## config.mk

```make
export PLATFORM = sky130hd
export DESIGN_NAME = regfile_wb_arbiter
export DESIGN_NICKNAME = d
export VERILOG_FILES = /design/src/rtl/regfile_wb_arbiter_pkg.sv /design/src/rtl/rr_arbiter2.sv /design/src/rtl/regfile_wb_arbiter.sv
export SDC_FILE = /design/constraint.sdc
export NUM_CORES = 1
export LEC_CHECK = 0
export CAP_MARGIN = 20
export CORE_ASPECT_RATIO = 1.2
export CORE_MARGIN = 2
export CORE_UTILIZATION = 34
export DETAILED_ROUTE_END_ITERATION = 16
export GPL_TIMING_DRIVEN = 0
export PLACE_DENSITY = 0.85
export SLEW_MARGIN = 10
export SYNTH_ARGS = -nofsm -noshare
export SYNTH_HDL_FRONTEND = slang
export SYNTH_SLANG_ARGS = --single-unit
```

## constraint.sdc

```tcl
create_clock -name clk -period 1.9 [get_ports clk]
set_clock_uncertainty 0.05 [all_clocks]
set_input_delay 0.285 -clock clk [delete_from_list [all_inputs] [get_ports clk]]
set_output_delay 0.285 -clock clk [all_outputs]
set_load 0.02 [all_outputs]
```

## src/rtl/regfile_wb_arbiter_pkg.sv

```systemverilog
// Shared CPU writeback definitions: default datapath widths, the number of
// writeback requesters and the hard-wired zero register address.
package regfile_wb_arbiter_pkg;

   localparam int DATA_W_DEF = 32;
   localparam int ADDR_W_DEF = 5;
   localparam int NUM_WB_REQ = 2;

   // Register 0 reads as zero, so writes to it are accepted but never issued.
   localparam logic [ADDR_W_DEF-1:0] ZERO_REG = '0;

endpackage : regfile_wb_arbiter_pkg

```

## src/rtl/rr_arbiter2.sv

```systemverilog
// Two-way round-robin arbiter. The grant is combinational; the priority
// register moves to the requester that lost (or did not ask) after each grant.
module rr_arbiter2
   import regfile_wb_arbiter_pkg::*;
(
   input  logic                  clk,
   input  logic                  rst,
   input  logic [NUM_WB_REQ-1:0] req,
   input  logic                  en,
   output logic [NUM_WB_REQ-1:0] gnt,
   output logic                  prio
);

   logic prio_q;

   // A lone requester always wins; on contention the priority holder wins.
   always_comb begin
      gnt = '0;
      if (en) begin
         case (req)
            2'b01:   gnt = 2'b01;
            2'b10:   gnt = 2'b10;
            2'b11:   gnt = prio_q ? 2'b10 : 2'b01;
            default: gnt = 2'b00;
         endcase
      end
   end

   // Priority passes to the non-granted requester after every grant.
   always_ff @(posedge clk) begin
      if (rst) begin
         prio_q <= 1'b0;
      end else if (gnt != '0) begin
         prio_q <= gnt[0];
      end
   end

   assign prio = prio_q;

endmodule : rr_arbiter2

```

## src/rtl/regfile_wb_arbiter.sv

```systemverilog
// Register file writeback arbiter: merges two writeback requesters onto a
// single register file write port with one cycle of latency.
module regfile_wb_arbiter
   import regfile_wb_arbiter_pkg::*;
#(
   parameter int DATA_W = DATA_W_DEF,
   parameter int ADDR_W = ADDR_W_DEF
)
(
   input  logic              clk,
   input  logic              rst,
   input  logic              hold,
   input  logic              req0_valid,
   input  logic [ADDR_W-1:0] req0_addr,
   input  logic [DATA_W-1:0] req0_data,
   output logic              req0_ready,
   input  logic              req1_valid,
   input  logic [ADDR_W-1:0] req1_addr,
   input  logic [DATA_W-1:0] req1_data,
   output logic              req1_ready,
   output logic              w_en,
   output logic [ADDR_W-1:0] w_addr,
   output logic [DATA_W-1:0] w_data,
   output logic              prio
);

   logic [NUM_WB_REQ-1:0] req;
   logic [NUM_WB_REQ-1:0] gnt;
   logic                  arb_en;
   logic                  xfer;
   logic [ADDR_W-1:0]     sel_addr;
   logic [DATA_W-1:0]     sel_data;
   logic                  sel_write;
   logic                  w_en_q;

   assign req    = {req1_valid, req0_valid};
   assign arb_en = ~rst & ~hold;

   rr_arbiter2 u_arb (
      .clk  (clk),
      .rst  (rst),
      .req  (req),
      .en   (arb_en),
      .gnt  (gnt),
      .prio (prio)
   );

   assign req0_ready = gnt[0];
   assign req1_ready = gnt[1];

   // Steer the granted requester's address and data toward the output stage.
   always_comb begin
      xfer      = |gnt;
      sel_addr  = gnt[1] ? req1_addr : req0_addr;
      sel_data  = gnt[1] ? req1_data : req0_data;
      sel_write = xfer && (sel_addr != ADDR_W'(ZERO_REG));
   end

   // Output register stage; zero-register transfers leave address/data untouched.
   always_ff @(posedge clk) begin
      if (rst) begin
         w_en_q <= 1'b0;
         w_addr <= '0;
         w_data <= '0;
      end else begin
         w_en_q <= sel_write;
         if (sel_write) begin
            w_addr <= sel_addr;
            w_data <= sel_data;
         end
      end
   end

   // A write captured just before reset rises must not reach the register file.
   assign w_en = w_en_q & ~rst;

endmodule : regfile_wb_arbiter

```

==> results.toml, run 1 <==
[timing]
finalCriticalPeriod_ns = 1.829
setup_viol = 0
hold_viol_final = 0
slew_viol_final = 0
slew_headroom = 0.4937
max_freq_mhz = 546.6
finalWorstSetupSlack_ns = 0.07056
worst_slew_pin_slew_ns = 0.7595
rsz0062_at_grt = "false"
timing.final.crit_share = 0.9629

[synthesis]
syn_avg_cell_area_sq_um = 8.649
async_flop_share = 0
ys.warnings.count = 0
synthesis.area_sq_um = 1981
synth_edf_count = 0
synthCells = 229
synth_flop_cell = "dfxtp_1"
ys_seq_area_frac = 0.3942
yosysUniqueCellTypes = 25
ys_ff_latch = 39
syn_nets = 308

[worst_hold_path]
hp-start = "req0_addr[4]"
worstHoldPathCells = 3
hold_class = "input port to flip-flop"
hold_end = "w_addr[4]$_SDFFE_PP0P_"

[placement]
portBuffers = 119
gp_congestion = 0.8076
dp_slack_ns = -0.9893
placedInstanceArea_sq_um = 3252
dpl.hpwl_um = 5037

[clocking]
clkTransAtPathRegs_ns = 0.08
cts_sinks = 39
insertion_delay_ns = 0.29
hold_buffers = 0
h-tree-depth = 2
cts_tree = "done"
cts-buffers-inserted = 5
ctsRootBufferMaster = "clkbuf_8"
clk_path_buf_depth = 2

[routing]
routed_wl_um = 7237
drt-pass1-iter-count = 4
routed_via_density = 5.483
drtIter0Drc = 121
vias = 2363
drc = 0
ant_nets = 0
drt-wirelength-per-cell_um = 16.79

[die]
design.core.area_sq_um = 5630
die_w_um = 73.68
std_cell_rows = 30
io_pins = 120
fp.dieH_um = 87.61
die-area_sq_um = 6455
start_util = 0.3518

[worst_setup_path]
timing.rr.end = "w_addr[1]$_SDFFE_PP0P_"
critPathMaxStageDelay_ns = 0.38
start_kind = "flip-flop"
cp.required_ns = 1.56
reg2reg_setup_slack_ns = 0.12
worstPathMaxFanout = 10
cp_cell_sequence = "nand2b_1 -> nand2_1 -> inv_4 -> clkbuf_8 -> clkdlybuf4s15_2"
path_buf_inv = 3
critPathTopFamily = "buffers and inverters"
r2r_cells = 7
rr_startpoint = "u_arb.prio$_SDFFE_PP0P_"
criticalPathCategory = "flip-flop to output pin"
cp-end-kind = "output pin"
cp-startpoint = "u_arb.prio$_SDFFE_PP0P_"
worst_ep_arrival_time_ns = 1.49
critPathSlowestCell = "dfxtp_1"

[layout]
fin_area_sq_um = 3507
diodes = 0
final_cell_mix = "clkdlybuf4s50_1 (106), nand2_1 (72), dfxtp_1 (39), a31oi_1 (35), a311oi_2 (20)"
fillers = 498
layout_commonest_cell = "clkdlybuf4s50_1"
drive_above_1_share = 0.1744
syn_to_final_growth_pct = 77.07
nets = 445

[power]
leakagePower_nw = 1.326
ir_worst_vdd_mv = 0.3115
p_per_area_nw_per_um2 = 607.5
power.total_mw = 2.131

[run_status]
status = "complete, no violations"

[global_route]
grt.total_usage = 0.2250
grt_max_degree = 12
grt_pass1_vias = 2495
grt_overflow = 0
antenna_found_initial = 0
grt_pass1_wl_um = 11360

[job]
drv_cap = 0
-- per-stage QoR --
step           hold slack [ns]  instances    util   TNS, ns
2_1_floorplan           0.3953        229       -   -0.1111
3_3_place_gp            0.4229        412  0.5776    -23.38
3_5_place_dp            0.4273        412  0.5776    -27.03
4_1_cts                 0.2385        430  0.6193  -0.03898
5_1_grt                 0.2578        431  0.6229         0
6_report                0.2411        431  0.6229         0
-- power by group --
| part | internal, mW | switching, mW |
|---|---|---|
| sequential | 0.872 | 0.0303 |
| combinational | 0.335 | 0.267 |
| clock | 0.332 | 0.294 |
-- cells by family (layout without fill, tap and decap cells) --
family | count (synthesis) | in the layout | share of synthesized area
mux | 2 | 2 | 0.01011
buf+inv | 29 | 167 | 0.07075
compound gates | 76 | 76 | 0.3512
flops | 39 | 39 | 0.3942
simple gates | 83 | 83 | 0.1737
-- per-layer routing --
metal / wire (um) / GRT usage
met5: 0 / 0
met4: 89 / 0.06942
met3: 523 / 0.05869
met2: 3810 / 0.4002
met1: 2815 / 0.2611
-- Yosys cell counts, types with 2 or more instances --
| cell type | count | share of area |
|---|---|---|
| clkbuf_1 | 21 | 0.040 |
| nand2_1 | 72 | 0.14 |
| a311oi_2 | 20 | 0.15 |
| nor2b_1 | 2 | 0.0063 |
| nor2_1 | 2 | 0.0038 |
| inv_1 | 2 | 0.0038 |
| dfxtp_1 | 39 | 0.39 |
| a31oi_1 | 35 | 0.11 |
| mux2i_1 | 2 | 0.010 |
| o32ai_1 | 2 | 0.0088 |
| buf_6 | 4 | 0.023 |
| a311oi_1 | 15 | 0.066 |
-- tightest hold or removal path, delay by kind of cell --
kind	cells	cell delay [ns]
AOI/OAI and AO/OA	1	0.08
buffers and inverters	1	0.10
and+or+nand+nor	1	0.06
-- timing repair --
item                                    in CTS  in global routing
resized for setup                           42                 11
pin swaps                                    7                  4
endpoints found under the setup margin      41                 31
gates cloned                                 1                  0
setup buffers                               11                  2
-- final cells by class --
| type | count | area (sq um) | share of cell area |
|---|---|---|---|
| inverter | 3 | 13.76 | 0.003924 |
| sequential | 39 | 780.7 | 0.2226 |
| timing repair buffer | 132 | 1316 | 0.3753 |
| multi-input combinational | 161 | 1070 | 0.3050 |
| buffer | 24 | 146.4 | 0.04174 |
| clock buffer | 8 | 100.1 | 0.02854 |
| tap | 64 | 80.08 | 0.02283 |
-- state kept, by name, summed over array words and instances, names as in the netlist --
signal and cells:
u_arb.prio 1, w_data 32, w_en_q 1, w_addr 5
-- worst max path at each step --
stage                               to  slack (ns)  cells past startpoint
5_1_grt        w_data[15]$_SDFFE_PP0P_       0.005                      9
3_5_place_dp                req1_ready       -0.99                      6
3_3_place_gp                req1_ready       -0.94                      6
4_1_cts         w_data[0]$_SDFFE_PP0P_       -0.04                      9
2_1_floorplan   w_data[0]$_SDFFE_PP0P_      -0.006                      7
6_report                    req1_ready        0.07                      5
Power figures use the tool's default switching activity.
==> run 2: changes to the inputs <==
Settings changed: CORE_MARGIN 2 to unset, SKIP_LAST_GASP set to 1.
==> results.toml, run 2 (same netlist as run 1, synthesis figures left out) <==
[layout]
top_register = "w_data"
diodes = 0
nets = 445
syn_to_final_growth_pct = 83.76
largest_reg_flops = 32
final_cell_mix = "clkdlybuf4s50_1 (104), nand2_1 (71), dfxtp_1 (39), a31oi_1 (25), a311oi_2 (20)"
drive_above_1_share = 0.2262
layout_commonest_cell = "clkdlybuf4s50_1"
top_regs = "w_data (32), w_addr (5)"

[placement]
dpl.hpwl_um = 4898
portBuffers = 119
gp_congestion = 0.7853
dp_slack_ns = -0.9912

[clocking]
clkTransAtPathRegs_ns = 0.09
insertion_delay_ns = 0.30
h-tree-depth = 2
ctsRootBufferMaster = "clkbuf_8"
cts_tree = "done"
clk_path_buf_depth = 2
hold_buffers = 0
cts_sinks = 39
cts-buffers-inserted = 5

[die]
std_cell_rows = 30
design.core.area_sq_um = 5630
die-area_sq_um = 6136
start_util = 0.3518
die_w_um = 71.68
fp.dieH_um = 85.61
io_pins = 120

[worst_setup_path]
crit_path_end = "req1_ready"
r2r_cells = 7
cp_cell_sequence = "nand2b_1 -> nand2_2 -> inv_4 -> clkbuf_8 -> clkdlybuf4s15_2"
worstPathMaxFanout = 10
rr_startpoint = "u_arb.prio$_SDFFE_PP0P_"
worst_ep_arrival_time_ns = 1.55
cp.required_ns = 1.56
reg2reg_setup_slack_ns = 0.08
cp-end-kind = "output pin"
cp-startpoint = "u_arb.prio$_SDFFE_PP0P_"
critPathSlowestCell = "dfxtp_1"
criticalPathCategory = "flip-flop to output pin"
critPathMaxStageDelay_ns = 0.38
timing.rr.end = "w_data[30]$_SDFFE_PP0P_"
start_kind = "flip-flop"

[timing]
slew_viol_final = 0
finalWorstSetupSlack_ns = 0.01972
slew_headroom = 0.5322
max_freq_mhz = 531.8
rsz0062_at_grt = "true"
worst_slew_pin_slew_ns = 0.7017
finalCriticalPeriod_ns = 1.880
setup_viol = 0
hold_viol_final = 0
timing.final.crit_share = 0.9896

[power]
leakagePower_nw = 1.400
clkPwrFrac = 0.316
power.total_mw = 2.238
p_per_area_nw_per_um2 = 615.0
power.internal_mw = 1.614
p_sw_uw = 624.3
power_frac_seq = 0.404
sw_frac_of_total = 0.2789
power_frac_comb = 0.280
ir_worst_vdd_mv = 0.3089

[global_route]
antenna_found_initial = 0
grt_max_degree = 14
grt_pass1_vias = 2435
grt.total_usage = 0.2350
grt_pass1_wl_um = 11360
grt_overflow = 0

[worst_hold_path]
hold_class = "input port to flip-flop"

[job]
drv_cap = 0

[run_status]
status = "complete, no violations"

[routing]
routed_via_density = 5.629
vias = 2426
drc = 0
ant_nets = 0
drt-wirelength-per-cell_um = 16.81
routed_wl_um = 7246
drtIter0Drc = 124
drt-pass1-iter-count = 4
==> run 2: repair_timing <==
action | in CTS | in global routing
buffers inserted | 11 | 1
pin swaps | 7 | 6
gates resized for setup | 41 | 33
gates cloned | 1 | 1
endpoints found under the setup margin | 41 | 39
==> run 2: worst max-delay path, delay by kind of cell (launching register included) <==
kind                   cells  cell delay [ns]
flip-flops                 1             0.38
AND/OR/NAND/NOR            2             0.30
buffers and inverters      3             0.56
==> run 2: how the worst min path moves through the flow <==
stage                                 from                       to  slack (ns)  depth (start not counted)
detailed placement  w_addr[3]$_SDFFE_PP0P_   w_addr[3]$_SDFFE_PP0P_        0.42                          2
global placement    w_addr[0]$_SDFFE_PP0P_   w_addr[0]$_SDFFE_PP0P_        0.42                          2
floorplan                    req0_data[19]  w_data[19]$_SDFFE_PP0P_        0.40                          2
global route                  req0_addr[1]   w_addr[1]$_SDFFE_PP0P_        0.26                          3
CTS                           req0_addr[1]   w_addr[1]$_SDFFE_PP0P_        0.24                          3
finish                        req0_addr[1]   w_addr[1]$_SDFFE_PP0P_        0.26                          3
==> run 2: area by class of cell <==
class | instances | area [sq um]
fillers | 484 | 1991
repair buffers | 133 | 1334
multi-input cells | 161 | 1147
flip-flops and latches | 39 | 780.7
plain buffers | 23 | 171.4
well taps | 64 | 80.08
clock buffers | 5 | 68.82
clock inverters | 3 | 43.79
inverters | 3 | 13.76
==> run 2: metal layers <==
metal | wire length [um] | track usage | part of all wire | vias up
li1 | - | - | - | 1144
met1 | 2781 | 0.2752 | 0.38 | 1154
met2 | 3824 | 0.4254 | 0.53 | 119
met3 | 558 | 0.05170 | 0.077 | 9
met4 | 81 | 0.06774 | 0.011 | 0
met5 | 0 | 0 | 0 | -
==> run 2: power groups by stage <==
stage | clock, mW | sequential, mW | combinational [mW]
final | 0.707 | 0.904 | 0.627
after global routing | 0.753 | 0.910 | 0.668
after CTS | 0.713 | 0.901 | 0.602
after detailed placement | 0 | 0.920 | 0.582
after global placement | 0 | 0.917 | 0.572
after floorplan | 0 | 0.983 | 0.196
==> run 2: metrics by stage <==
step                      hold slack, ns  instances  utilization  setup TNS, ns  cell area, sq um
after global placement            0.4157        412       0.5776         -23.48              3252
after floorplan                   0.3953        229            -        -0.1111              1981
after global routing              0.2626        431       0.6464       -0.04456              3640
after detailed placement          0.4249        412       0.5776         -26.01              3252
final                             0.2562        431       0.6464              0              3640
after CTS                         0.2373        429       0.6198        -0.1659              3490
